## src/rtl/cpu_pkg.sv

```systemverilog
// Shared types and constants for the core's memory-side logic.
package cpu_pkg;

    localparam int ADDR_W_DEF = 32;
    localparam int DATA_W_DEF = 32;

    // RAM is word addressed; the two byte-offset bits are always forced to zero.
    localparam logic [63:0] WORD_ALIGN_MASK = ~64'h3;

    typedef enum logic [1:0] {
        IDLE  = 2'd0,
        FETCH = 2'd1,
        DATA  = 2'd2
    } arb_state_t;

endpackage

```

## src/rtl/mem_arbiter.sv

```systemverilog
// Single-port RAM arbiter: serialises instruction fetches and data loads/stores
// from the core onto one RAM port, data taking priority over fetch.
//
// state | meaning
// ------+-------------------------------------------------------------
// IDLE  | no transfer in flight; samples d_pend / i_req
// FETCH | RAM read at the aligned i_addr, waiting for ram_busy=0
// DATA  | RAM read or write at the aligned d_addr, waiting for ram_busy=0
module mem_arbiter
    import cpu_pkg::*;
#(
    parameter int ADDR_W = ADDR_W_DEF,
    parameter int DATA_W = DATA_W_DEF
) (
    input  logic              clk,
    input  logic              nRST,
    input  logic              i_req,
    input  logic [ADDR_W-1:0] i_addr,
    input  logic              d_ren,
    input  logic              d_wen,
    input  logic [ADDR_W-1:0] d_addr,
    input  logic [DATA_W-1:0] d_wdata,
    output logic [DATA_W-1:0] instruction,
    output logic [DATA_W-1:0] d_rdata,
    output logic              i_ready,
    output logic              d_ready,
    output logic [ADDR_W-1:0] ram_addr,
    output logic [DATA_W-1:0] ram_wdata,
    output logic              ram_ren,
    output logic              ram_wen,
    input  logic [DATA_W-1:0] ram_rdata,
    input  logic              ram_busy
);

    localparam logic [ADDR_W-1:0] ALIGN = WORD_ALIGN_MASK[ADDR_W-1:0];

    arb_state_t state;
    arb_state_t state_nxt;
    logic       d_done;
    logic       d_pend;
    logic       fetch_done;
    logic       data_done;

    // d_done blocks a held memRead/memWrite from being replayed for the same instruction.
    assign d_pend     = (d_ren | d_wen) & ~d_done;
    assign fetch_done = (state == FETCH) & ~ram_busy;
    assign data_done  = (state == DATA) & ~ram_busy;

    // State register; reset also drops the combinational RAM strobes at once.
    always_ff @(posedge clk or negedge nRST) begin
        if (!nRST) begin
            state <= IDLE;
        end else begin
            state <= state_nxt;
        end
    end

    // Next-state and RAM port drive; addresses/data track the core combinationally.
    always_comb begin
        state_nxt = state;
        ram_ren   = 1'b0;
        ram_wen   = 1'b0;
        ram_addr  = '0;
        ram_wdata = '0;
        case (state)
            IDLE: begin
                if (d_pend) begin
                    state_nxt = DATA;
                end else if (i_req) begin
                    state_nxt = FETCH;
                end
            end
            FETCH: begin
                ram_ren  = 1'b1;
                ram_addr = i_addr & ALIGN;
                if (!ram_busy) begin
                    state_nxt = IDLE;
                end
            end
            DATA: begin
                ram_addr  = d_addr & ALIGN;
                ram_wdata = d_wdata;
                // A store wins when the core asserts both read and write.
                if (d_wen) begin
                    ram_wen = 1'b1;
                end else begin
                    ram_ren = 1'b1;
                end
                if (!ram_busy) begin
                    state_nxt = IDLE;
                end
            end
            default: state_nxt = IDLE;
        endcase
    end

    // Completion capture: returned words, one-cycle ready pulses and the replay guard.
    always_ff @(posedge clk or negedge nRST) begin
        if (!nRST) begin
            instruction <= '0;
            d_rdata     <= '0;
            i_ready     <= 1'b0;
            d_ready     <= 1'b0;
            d_done      <= 1'b0;
        end else begin
            i_ready <= 1'b0;
            d_ready <= 1'b0;
            if (fetch_done) begin
                instruction <= ram_rdata;
                i_ready     <= 1'b1;
            end
            if (data_done) begin
                if (!d_wen) begin
                    d_rdata <= ram_rdata;
                end
                d_ready <= 1'b1;
                d_done  <= 1'b1;
            end else if ((!d_ren && !d_wen) || i_ready) begin
                d_done <= 1'b0;
            end
        end
    end

endmodule
```

## config.mk

```make
export PLATFORM = sky130hd
export DESIGN_NAME = mem_arbiter
export DESIGN_NICKNAME = d
export VERILOG_FILES = /design/src/rtl/cpu_pkg.sv /design/src/rtl/mem_arbiter.sv
export SDC_FILE = /design/constraint.sdc
export NUM_CORES = 1
export LEC_CHECK = 0
export BUFFER_PORTS_ARGS = -buffer_cell sky130_fd_sc_hd__buf_2
export CAP_MARGIN = 20
export CORE_AREA = 2 2 104 106
export DETAILED_ROUTE_END_ITERATION = 7
export DIE_AREA = 0 0 106 108
export GPL_TIMING_DRIVEN = 0
export HOLD_SLACK_MARGIN = 0.12
export PLACE_DENSITY = 0.69
export SYNTH_ARGS = -nofsm -noshare
export SYNTH_HDL_FRONTEND = slang
export SYNTH_SLANG_ARGS = --single-unit
```

## constraint.sdc

```tcl
create_clock -name clk -period 1.99 [get_ports clk]
set_clock_uncertainty 0.2 [all_clocks]
set_input_delay 0 -clock clk [delete_from_list [all_inputs] [get_ports clk]]
set_output_delay 0 -clock clk [all_outputs]
set_load 0.01 [all_outputs]
```

==> After elaboration in Yosys (flattened, before gate mapping) <==
Index checks and enable logic that the tools add are counted.
{ "word_totals": {"register_bits": 69, "out_inout_bits": 132, "wordCells": 40} }
{ "classes": {"n_eq_ne": 4, "n_mux": 14, "n_bitwise": 7, "n_reduce_logical": 9} }
{ "ops": {"columns": ["operator", "count"], "rows": [
  ["$pmux W32 S2", 1],
  ["$mux W32", 1],
  ["$mux W1", 7],
  ["$mux W2", 3],
  ["$pmux W2 S2", 1],
  ["$reduce_and A2 Y1", 2],
  ["$and A1 B1 Y1", 3],
  ["$ne A3 B3 Y1 const B", 1],
  ["$not A1 Y1", 3],
  ["$eq A2 B1 Y1 const B", 1],
  ["$eq A2 B2 Y1 const B", 1],
  ["$logic_not A1 Y1", 2],
  ["$logic_not A2 Y1", 1],
  ["$ne A2 B2 Y1 const B", 1],
  ["$pmux W1 S2", 1],
  ["$reduce_bool A2 Y1", 1],
  ["$reduce_or A2 Y1", 1],
  ["$logic_and A1 B1 Y1", 1],
  ["$logic_or A1 B1 Y1", 1],
  ["$or A1 B1 Y1", 1]
]} }

==> Depth between registers and ports, before layout <==
Gate-level depths: netlist of the first run.
{ "logic_depth": {"word_depth": 5, "mapped_depth": 6, "mapped_depth_nobuf": 5} }

==> Least setup slack after synthesis of the first run <==
OpenSTA, ideal clock, no wires.
{ "synth_timing": {"kind": "reg-to-reg", "start": "register state[1]", "end": "register instruction[21]", "arrival_ps": 1337, "setup_slack_ps": 325, "path_stages_with_launch": 7, "period_less_slack_ps": 1665, "cell_sequence": "dfrtp_1 -> inv_1 -> ha_1 -> nand2b_1 -> buf_2 -> buf_6 -> mux2_1"} }
{ "synth_between": {"elab_chain_cells": 2} }
{ "synth_lines": {"columns": ["item", "line", "rtl"], "rows": [
  ["start, declared", "mem_arbiter.sv:37", "arb_state_t state;"],
  ["start signal, assigned", "mem_arbiter.sv:54", "state <= state_nxt;"],
  ["$eq A2 B1 Y1", "mem_arbiter.sv:46", "assign fetch_done = (state == FETCH) & ~ram_busy;"],
  ["$and A1 B1 Y1", "mem_arbiter.sv:46", null],
  ["end signal, assigned", "mem_arbiter.sv:109", "instruction <= ram_rdata;"],
  ["end, declared", "mem_arbiter.sv:23", "output logic [DATA_W-1:0] instruction,"]
]} }
No other way between the ends.
A chain may end at the register's enable or synchronous reset.

==> Final worst setup path of the first run <==
{ "layout_timing": {"start": "register state[1]", "end": "output ram_addr[10]"} }
{ "layout_between": {"elab_chain_cells": 2} }
{ "layout_lines": {"columns": ["item", "line", "rtl"], "rows": [
  ["$eq A2 B2 Y1 or $eq A2 B1 Y1 (tied branches)", "mem_arbiter.sv:65", "case (state)"],
  ["$pmux W32 S2 *", "mem_arbiter.sv:65", null],
  ["end, declared", "mem_arbiter.sv:27", "output logic [ADDR_W-1:0] ram_addr,"]
]} }
Mark *: on every way between the ends. The rest lies on a longest branch, timed or not.

==> impl_metrics.ini, run 1 <==
[run_status]
run_status = complete, no violations

[routing]
drt_pre_antenna_iters = 4
wl_per_cell_um = 17.9
vias = 3438
drt-vias-per-instance = 4.66
routed_wl_um = 13200
ant_nets = 0
drtIter0Drc = 139
drc = 0

[floorplanning]
die_h_um = 108
start_util = 0.330
dieArea_um2 = 11400
die_width_um = 106
io_pins = 266
core-area_um2 = 10200
fp-row-count = 37

[sta]
period_share = 0.968
fmax_mhz = 519
finalCriticalPeriod_ns = 1.93
setup_viol = 0
worst_pin_slew_ns = 0.860
rsz0062_at_grt = false
finalMaxSlewViolations = 0
fin_tns_setup_ns = 0
slew_headroom = 0.426
finalHoldViolCount = 0
layout_setup_ws_ns = 0.0629

[cts]
clockBufferDepth = 2
cts_tree = done
clock_latency_ns = 0.33
clockRootBuffer = clkbuf_8
cts_inserted_buffers = 9
cts.clk_slew.worst_paths_ns = 0.07
htree_levels = 3
numClockSinks = 69

[worst_setup_path]
r2r_slack_ns = 0.12
startpoint = state[1]$_DFFE_PN0P_
crit_arrival_ns = 1.73
rr_endpoint = d_rdata[15]$_DFFE_PN0P_
rr_worst_depth = 6
path_max_fanout = 10
cp-start-kind = register
setup.worst_path.end_class = output pin
cp_data_required_time_ns = 1.79
rr_startpoint = state[0]$_DFFE_PN0P_
crit_type = register to output pin

[cells_and_area]
stdcell_count = 737
nNetsFinal = 733
drive_gt1_frac = 0.574
diodes = 0
final_cell_mix = buf_2, dfrtp_1, dlygate4sd3_1
area.growth.synth_to_final_pct = 67.0
final_common_cell = buf_2
nFillCells = 914
utilization = 0.552

[logic_synthesis]
yosysTopAreaCell = dfrtp_1
seq_area_frac_synth = 0.511
syn_inst = 272
synthTopCellsByArea = dfrtp_1, mux2_2, mux2_1, a22oi_1, and2_1
syn_area_per_cell_um2 = 12.4
synth_top_area_frac = 0.511
ys_types = 23
yosys_warnings = 0
syn_area_um2 = 3380
ys_ff_latch = 69

[placement]
io_buffers = 259
pre_cts_ws_ns = -0.0161
dp.cells = 668
dp_hpwl_um = 9960
place.gp.congestion = 0.921

[pwr]
leakagePower_uw = 0.00294
power.density_nw_per_um2 = 1350
peakVddDrop_v = 0.000915

[hold_path]
whs_endpoint = ram_wdata[28]
hold_class = input pin to output pin
hp-start = d_wdata[28]
hold_depth = 3

[global_routing]
grt_pass1_wl_um = 19400
grt_max_degree = 70
overflow = 0
track_usage = 0.221
antenna_found_initial = 0
grt_pass1_vias = 3632

[flow_run]
cap_viol_max_count = 0
-- synthesized netlist by cell type --
cell type / instances
clkbuf_1: 10
and2_1: 33
inv_1: 4
dfrtp_1: 69
nor2_1: 2
o21a_1: 1
buf_4: 2
conb_1: 1
mux2_4: 6
nand2b_1: 3
a21oi_1: 2
mux2_2: 33
buf_2: 4
buf_6: 6
ha_1: 3
o21ai_0: 2
o22ai_1: 1
a22oi_1: 30
mux2_1: 25
nand2_1: 2
nor2_4: 1
nor2b_1: 31
a31o_2: 1
-- state kept, by name, summed over array words and instances (netlist names) --
signal and cells:
d_rdata 32, instruction 32, state 2, d_done 1, d_ready 1, i_ready 1
-- kinds of logic (layout without fill, tap and decap cells) --
kind of cell / count (synthesis) / in the layout / share of synthesized area
compound gates: 37 / 37 / 0.0792
fa+ha+maj: 3 / 3 / 0.0111
buf+inv: 26 / 354 / 0.0459
flops: 69 / 69 / 0.511
mux: 64 / 64 / 0.220
other cells: 1 / 2 / 0.00111
simple gates: 72 / 72 / 0.132
-- worst max-delay path by stage --
stage | to | slack (ns) | cells after the start
detailed placement | ram_addr[10] | -0.02 | 6
global placement | ram_addr[11] | -0.007 | 6
finish | ram_addr[10] | 0.06 | 6
global route | ram_wdata[25] | 0.001 | 6
floorplan | instruction[21]$_DFFE_PN0P_ | 0.33 | 6
CTS | ram_addr[31] | 0.0008 | 6
-- report_power, final --
part           leakage [uW]  internal [uW]  switching [uW]
combinational       0.00202           2070            2090
clock             0.0000860            450             528
sequential         0.000831           2100             361
total               0.00294           4620            2980
-- critical path, cell delays in order, from the launching register on --
cell and delay [ns]:
dfrtp_1 0.43, inv_2 0.13, ha_4 0.18, clkbuf_8 0.18, a22oi_1 0.11, nor2b_1 0.19
buf_2 0.17
-- layer usage --
layer | wire (um) | part of all wire | GRT usage | vias up
met4 | 270 | 0.020 | 0.0686 | 0
li1 | - | - | - | 1585
met3 | 1120 | 0.085 | 0.0597 | 17
met5 | 0 | 0 | 0 | -
met2 | 6800 | 0.51 | 0.414 | 174
met1 | 5020 | 0.38 | 0.245 | 1662
-- metrics by stage --
step	area (um^2)	hold WS [ns]	power (uW)
after floorplan	3380	-0.496	4600
after global placement	4850	0.0228	6250
after detailed placement	4850	-0.0274	6320
after CTS	5590	0.122	7530
after global routing	5640	0.121	8110
final	5640	0.118	7600
-- area by class of cell --
type | instances | area (um^2) | share of cell area
flip-flops and latches | 69 | 1730 | 0.306
clock buffers | 10 | 128 | 0.0226
well taps | 136 | 170 | 0.0301
clock inverters | 6 | 40.0 | 0.00709
inverters | 4 | 15.0 | 0.00266
multi-input cells | 178 | 1550 | 0.274
plain buffers | 22 | 194 | 0.0344
repair buffers | 312 | 1820 | 0.323
-- repair_timing --
item | in CTS | in global routing
hold endpoints to repair | 151 | 0
cloned | 0 | 1
endpoints found under the setup margin | 63 | 60
pin swaps | 0 | 0
resized for setup | 20 | 20
hold buffers | 51 | 0
buffers inserted | 1 | 0
Power figures use the tool's default switching activity.
==> run 2, diff against run 1 <==
--- a/config.mk
+++ b/config.mk
@@ -13,6 +13,7 @@
 export GPL_TIMING_DRIVEN = 0
 export HOLD_SLACK_MARGIN = 0.12
 export PLACE_DENSITY = 0.69
+export SETUP_SLACK_MARGIN = 0.4
 export SYNTH_ARGS = -nofsm -noshare
 export SYNTH_HDL_FRONTEND = slang
 export SYNTH_SLANG_ARGS = --single-unit
==> constraint.sdc (replaced) <==
create_clock -name clk -period 2.2 [get_ports clk]
set_clock_uncertainty 0.2 [all_clocks]
set_input_delay 0 -clock clk [delete_from_list [all_inputs] [get_ports clk]]
set_output_delay 0 -clock clk [all_outputs]
set_load 0.01 [all_outputs]
==> run 2 against run 1 <==
Effect of this change: via count rose by 3.6%; combinational power grew 21%; clock power down 8.9%.
==> impl_metrics.ini, run 2 (same netlist as run 1, synthesis figures left out) <==
[global_routing]
antenna_found_initial = 0
track_usage = 0.228
grt_use_met3 = 0.0615
grt_pass1_wl_um = 19900
grt_max_degree = 70
gr-max-usage-layer = met2
overflow = 0
use_met2 = 0.425
grt_pass1_vias = 3717
use_met1 = 0.249

[cells_and_area]
nNetsFinal = 755
diodes = 0
final_cell_mix = buf_2, dfrtp_1, dlygate4sd3_1
largestRegisters = d_rdata (32), instruction (32), state (2)
area.growth.synth_to_final_pct = 93.0
final_common_cell = buf_2
drive_gt1_frac = 0.673

[floorplanning]
fp-row-count = 37
core-area_um2 = 10200
die_width_um = 106
die_h_um = 108
dieArea_um2 = 11400
start_util = 0.330
io_pins = 266

[routing]
drc = 0
ant_nets = 0
drt_pre_antenna_iters = 4
wl_per_cell_um = 19.5
routed_wl_um = 14800
drt-vias-per-instance = 4.69
drtIter0Drc = 147
vias = 3561

[worst_setup_path]
cp-start-kind = register
crit_family = buffers and inverters
rr_startpoint = state[1]$_DFFE_PN0P_
setup.worst_path.end_class = register
critPathBufInv = 4
cp_data_required_time_ns = 2.21
path_max_fanout = 10
path_cells = inv_2 > ha_4 > buf_4 > nand2b_4 > buf_8 > buf_12 > mux2_1
crit_arrival_ns = 1.93
crit_type = register to register
r2r_slack_ns = 0.28
critPathSlowestCell = dfrtp_1
rr_worst_depth = 7
slowest_delay_ns = 0.44
rr_endpoint = instruction[23]$_DFFE_PN0P_

[sta]
worst_pin_slew_ns = 0.872
finalMaxSlewViolations = 0
fin_tns_setup_ns = 0
slew_headroom = 0.419
finalHoldViolCount = 0
period_share = 0.875
setup_viol = 0
rsz0062_at_grt = true
finalCriticalPeriod_ns = 1.92
whs_ns = 0.119
fmax_mhz = 520

[cts]
clock_latency_ns = 0.33
cts.clk_slew.worst_paths_ns = 0.07
clockRootBuffer = clkbuf_8
clockBufferDepth = 2
numClockSinks = 69
cts_inserted_buffers = 9
cts_tree = done
htree_levels = 3

[pwr]
intPower_uw = 5120
p_switching_uw = 3070
peakVddDrop_v = 0.000943
power_frac_seq = 0.275
leakagePower_uw = 0.00332
comb_power_share = 0.617
power.density_nw_per_um2 = 1260
swShare = 0.374
clockPowerShare = 0.109

[hold_path]
whs_endpoint = ram_wdata[6]
hold_class = input pin to output pin
hold_depth = 3
hp-start = d_wdata[6]

[run_status]
run_status = complete, no violations

[placement]
dp_hpwl_um = 9960
io_buffers = 259
place.gp.congestion = 0.921

[flow_run]
cap_viol_max_count = 0
-- run 2: cell count changes in the layout (fill, tap and decap cells not counted), sizes merged --
| cell | previous run | this run |
|---|---|---|
| buf | 275 | 296 |
| dlygate4sd3 | 51 | 55 |
| clkbuf | 18 | 15 |
-- run 2: worst register-to-register path: cells and delay by family (launching register included) --
kind | cells | cell delay, ns
fa+ha+maj | 1 | 0.21
buf+inv | 4 | 0.57
flops | 1 | 0.44
mux | 1 | 0.33
simple gates | 1 | 0.06
-- run 2: metrics by stage --
step / instance area (um^2) / worst slack [ns] / total power, uW / instances / util
floorplan: 3380 / 0.535 / 4160 / 273 / -
global placement: 4850 / 0.203 / 5650 / 668 / 0.474
detailed placement: 4850 / 0.194 / 5720 / 668 / 0.474
CTS: 5880 / 0.319 / 7290 / 741 / 0.575
global route: 6520 / 0.216 / 8630 / 759 / 0.638
finish: 6520 / 0.276 / 8190 / 759 / 0.638
-- run 2: what timing repair did --
item / in CTS / in global routing
endpoints found under the hold margin: 152 / 4
resized for setup: 84 / 117
setup endpoints to repair: 123 / 123
buffers inserted: 3 / 7
hold buffers: 51 / 4
pin swaps: 2 / 18
cloned: 3 / 7
-- run 2: cell type report --
class / count / area, um^2
Tap cell: 136 / 170
Timing Repair Buffer: 334 / 2230
Inverter: 4 / 15.0
Clock inverter: 6 / 40.0
Multi-Input combinational cell: 178 / 1880
Sequential cell: 69 / 1730
Fill cell: 794 / 3710
Buffer: 22 / 335
Clock buffer: 10 / 128
-- run 2: per-layer routing --
layer | routed length (um) | vias up | share of wire
li1 | - | 1626 | -
met1 | 5580 | 1726 | 0.38
met2 | 7630 | 180 | 0.51
met3 | 1140 | 29 | 0.077
met4 | 469 | 0 | 0.032
met5 | 0 | - | 0
-- run 2: power by group through the flow --
| stage | clock, uW | sequential (uW) | combinational [uW] |
|---|---|---|---|
| finish | 891 | 2250 | 5050 |
| floorplan | 0 | 2510 | 1650 |
| CTS | 921 | 2210 | 4150 |
| detailed placement | 0 | 2220 | 3500 |
| global route | 962 | 2330 | 5340 |
| global placement | 0 | 2190 | 3460 |
-- run 2: worst max-delay path by stage --
stage | from | endpoint | slack, ns | cells after the start
finish | state[1]$_DFFE_PN0P_ | instruction[23]$_DFFE_PN0P_ | 0.28 | 7
global route | state[1]$_DFFE_PN0P_ | instruction[23]$_DFFE_PN0P_ | 0.22 | 7
CTS | state[1]$_DFFE_PN0P_ | ram_addr[22] | 0.32 | 6
detailed placement | state[1]$_DFFE_PN0P_ | ram_addr[10] | 0.19 | 6
global placement | state[1]$_DFFE_PN0P_ | ram_addr[11] | 0.20 | 6
floorplan | state[1]$_DFFE_PN0P_ | instruction[21]$_DFFE_PN0P_ | 0.54 | 6
==> run 3, diff against run 2 <==
--- a/config.mk
+++ b/config.mk
@@ -12,7 +12,7 @@
 export DIE_AREA = 0 0 106 108
 export GPL_TIMING_DRIVEN = 0
 export HOLD_SLACK_MARGIN = 0.12
-export PLACE_DENSITY = 0.69
+export PLACE_DENSITY = 0.8
 export SETUP_SLACK_MARGIN = 0.4
 export SYNTH_ARGS = -nofsm -noshare
 export SYNTH_HDL_FRONTEND = slang
==> run 3 against run 2 <==
Effect of this change: sequential power about the same; final cell count down 1.7%; design area down 5.8%; largest power group unchanged; highest routed layer is now met5.
==> impl_metrics.ini, run 3 (same netlist as run 1, synthesis figures left out) <==
[global_routing]
grt_pass1_wl_um = 20800
antenna_found_initial = 2
grt_max_degree = 70
grt_pass1_vias = 3803
overflow = 0
track_usage = 0.249

[sta]
whs_ns = 0.119
finalMaxSlewViolations = 0
finalCriticalPeriod_ns = 1.89
layout_setup_ws_ns = 0.314
rsz0062_at_grt = true
slew_headroom = 0.424
setup_viol = 0
fin_tns_setup_ns = 0
worst_pin_slew_ns = 0.865
period_share = 0.857
fmax_mhz = 530
finalHoldViolCount = 0

[floorplanning]
start_util = 0.330
io_pins = 266
die_width_um = 106
die_h_um = 108
dieArea_um2 = 11400
fp-row-count = 37
core-area_um2 = 10200

[routing]
drc = 0
drtIter0Drc = 183
vias = 3545
ant_nets = 0
drt-vias-per-instance = 4.75
drt_pre_antenna_iters = 4
routed_wl_um = 14900
wl_per_cell_um = 20.0

[cts]
clockRootBuffer = clkbuf_8
clockBufferDepth = 2
htree_levels = 3
cts.clk_slew.worst_paths_ns = 0.07
clock_latency_ns = 0.34
numClockSinks = 69
cts_tree = done
cts_inserted_buffers = 9

[cells_and_area]
nNetsFinal = 743
drive_gt1_frac = 0.654
final_cell_mix = buf_2, dfrtp_1, dlygate4sd3_1
utilization = 0.600
final_common_cell = buf_2
area.growth.synth_to_final_pct = 81.7
largestRegisters = d_rdata (32), instruction (32), state (2)

[placement]
place.gp.congestion = 1.00
pre_cts_ws_ns = 0.313
dp_hpwl_um = 11000
io_buffers = 259

[worst_setup_path]
path_cells = buf_4 > ha_4 > buf_4 > nand2b_4 > buf_12 > clkbuf_16 > mux2_1
path_max_fanout = 5
crit_type = register to register
cp-start-kind = register
setup.worst_path.end_class = register
cp_data_required_time_ns = 2.22
critPathSlowestCell = dfrtp_1
slowest_delay_ns = 0.40
crit_arrival_ns = 1.91
critical_path.most_common_cell = buf_4

[pwr]
power.density_nw_per_um2 = 1230
peakVddDrop_v = 0.000799
leakagePower_uw = 0.00315

[hold_path]
hold_class = input pin to output pin

[flow_run]
cap_viol_max_count = 0

[run_status]
run_status = complete, no violations
run 3: worst max-delay path, delay by kind of cell (launching register included):
kind / cells / cell delay [ns]
buf+inv: 4 / 0.59
flops: 1 / 0.40
mux: 1 / 0.32
fa+ha+maj: 1 / 0.18
simple gates: 1 / 0.09
run 3: final timing paths:
kind / startpoint / endpoint / slack (ns) / cells past startpoint
worst max-delay path: state[0]$_DFFE_PN0P_ / instruction[4]$_DFFE_PN0P_ / 0.31 / 7
worst min-delay path: d_wdata[21] / ram_wdata[21] / 0.12 / 3
worst max register to register: state[0]$_DFFE_PN0P_ / instruction[4]$_DFFE_PN0P_ / 0.31 / 7
worst min register to register: instruction[15]$_DFFE_PN0P_ / instruction[15]$_DFFE_PN0P_ / 0.28 / 1
max in group asynchronous: nRST / state[1]$_DFFE_PN0P_ / 1.07 / 2
min in group asynchronous: nRST / instruction[19]$_DFFE_PN0P_ / 0.13 / 2
run 3: report_power, final:
group          internal, uW  switching, uW  total, uW
Sequential             1900            340       2240
Combinational          2380           2090       4460
Clock                   391            437        828
run 3: per-layer routing:
layer,wire [um],vias up,part of all wire,global-route usage
met5,16,-,0.0011,0
met3,1220,31,0.082,0.0802
li1,-,1610,-,-
met1,5340,1713,0.36,0.256
met4,568,2,0.038,0.128
met2,7800,189,0.52,0.453
run 3: area by class of cell:
type,instances,area (um^2)
plain buffers,22,343
repair buffers,322,2030
flip-flops and latches,69,1730
clock buffers,11,131
inverters,4,15.0
diodes,1,2.50
multi-input cells,178,1700
clock inverters,3,15.0
well taps,136,170
fillers,843,4090
run 3: timing repair:
item / in CTS / in global routing
cloned: 1 / 5
endpoints found under the hold margin: 145 / 1
buffers inserted: 7 / 5
gates resized for setup: 85 / 40
pin swaps: 1 / 6
endpoints found under the setup margin: 123 / 124
hold buffers: 44 / 1
run 3: stage by stage:
| stage | std cells | instance area [um^2] | power, uW |
|---|---|---|---|
| floorplan | 273 | 3380 | 4160 |
| finish | 746 | 6140 | 7530 |
| global placement | 668 | 4850 | 5650 |
| CTS | 734 | 5840 | 7210 |
| detailed placement | 668 | 4850 | 5760 |
| global route | 746 | 6140 | 7980 |
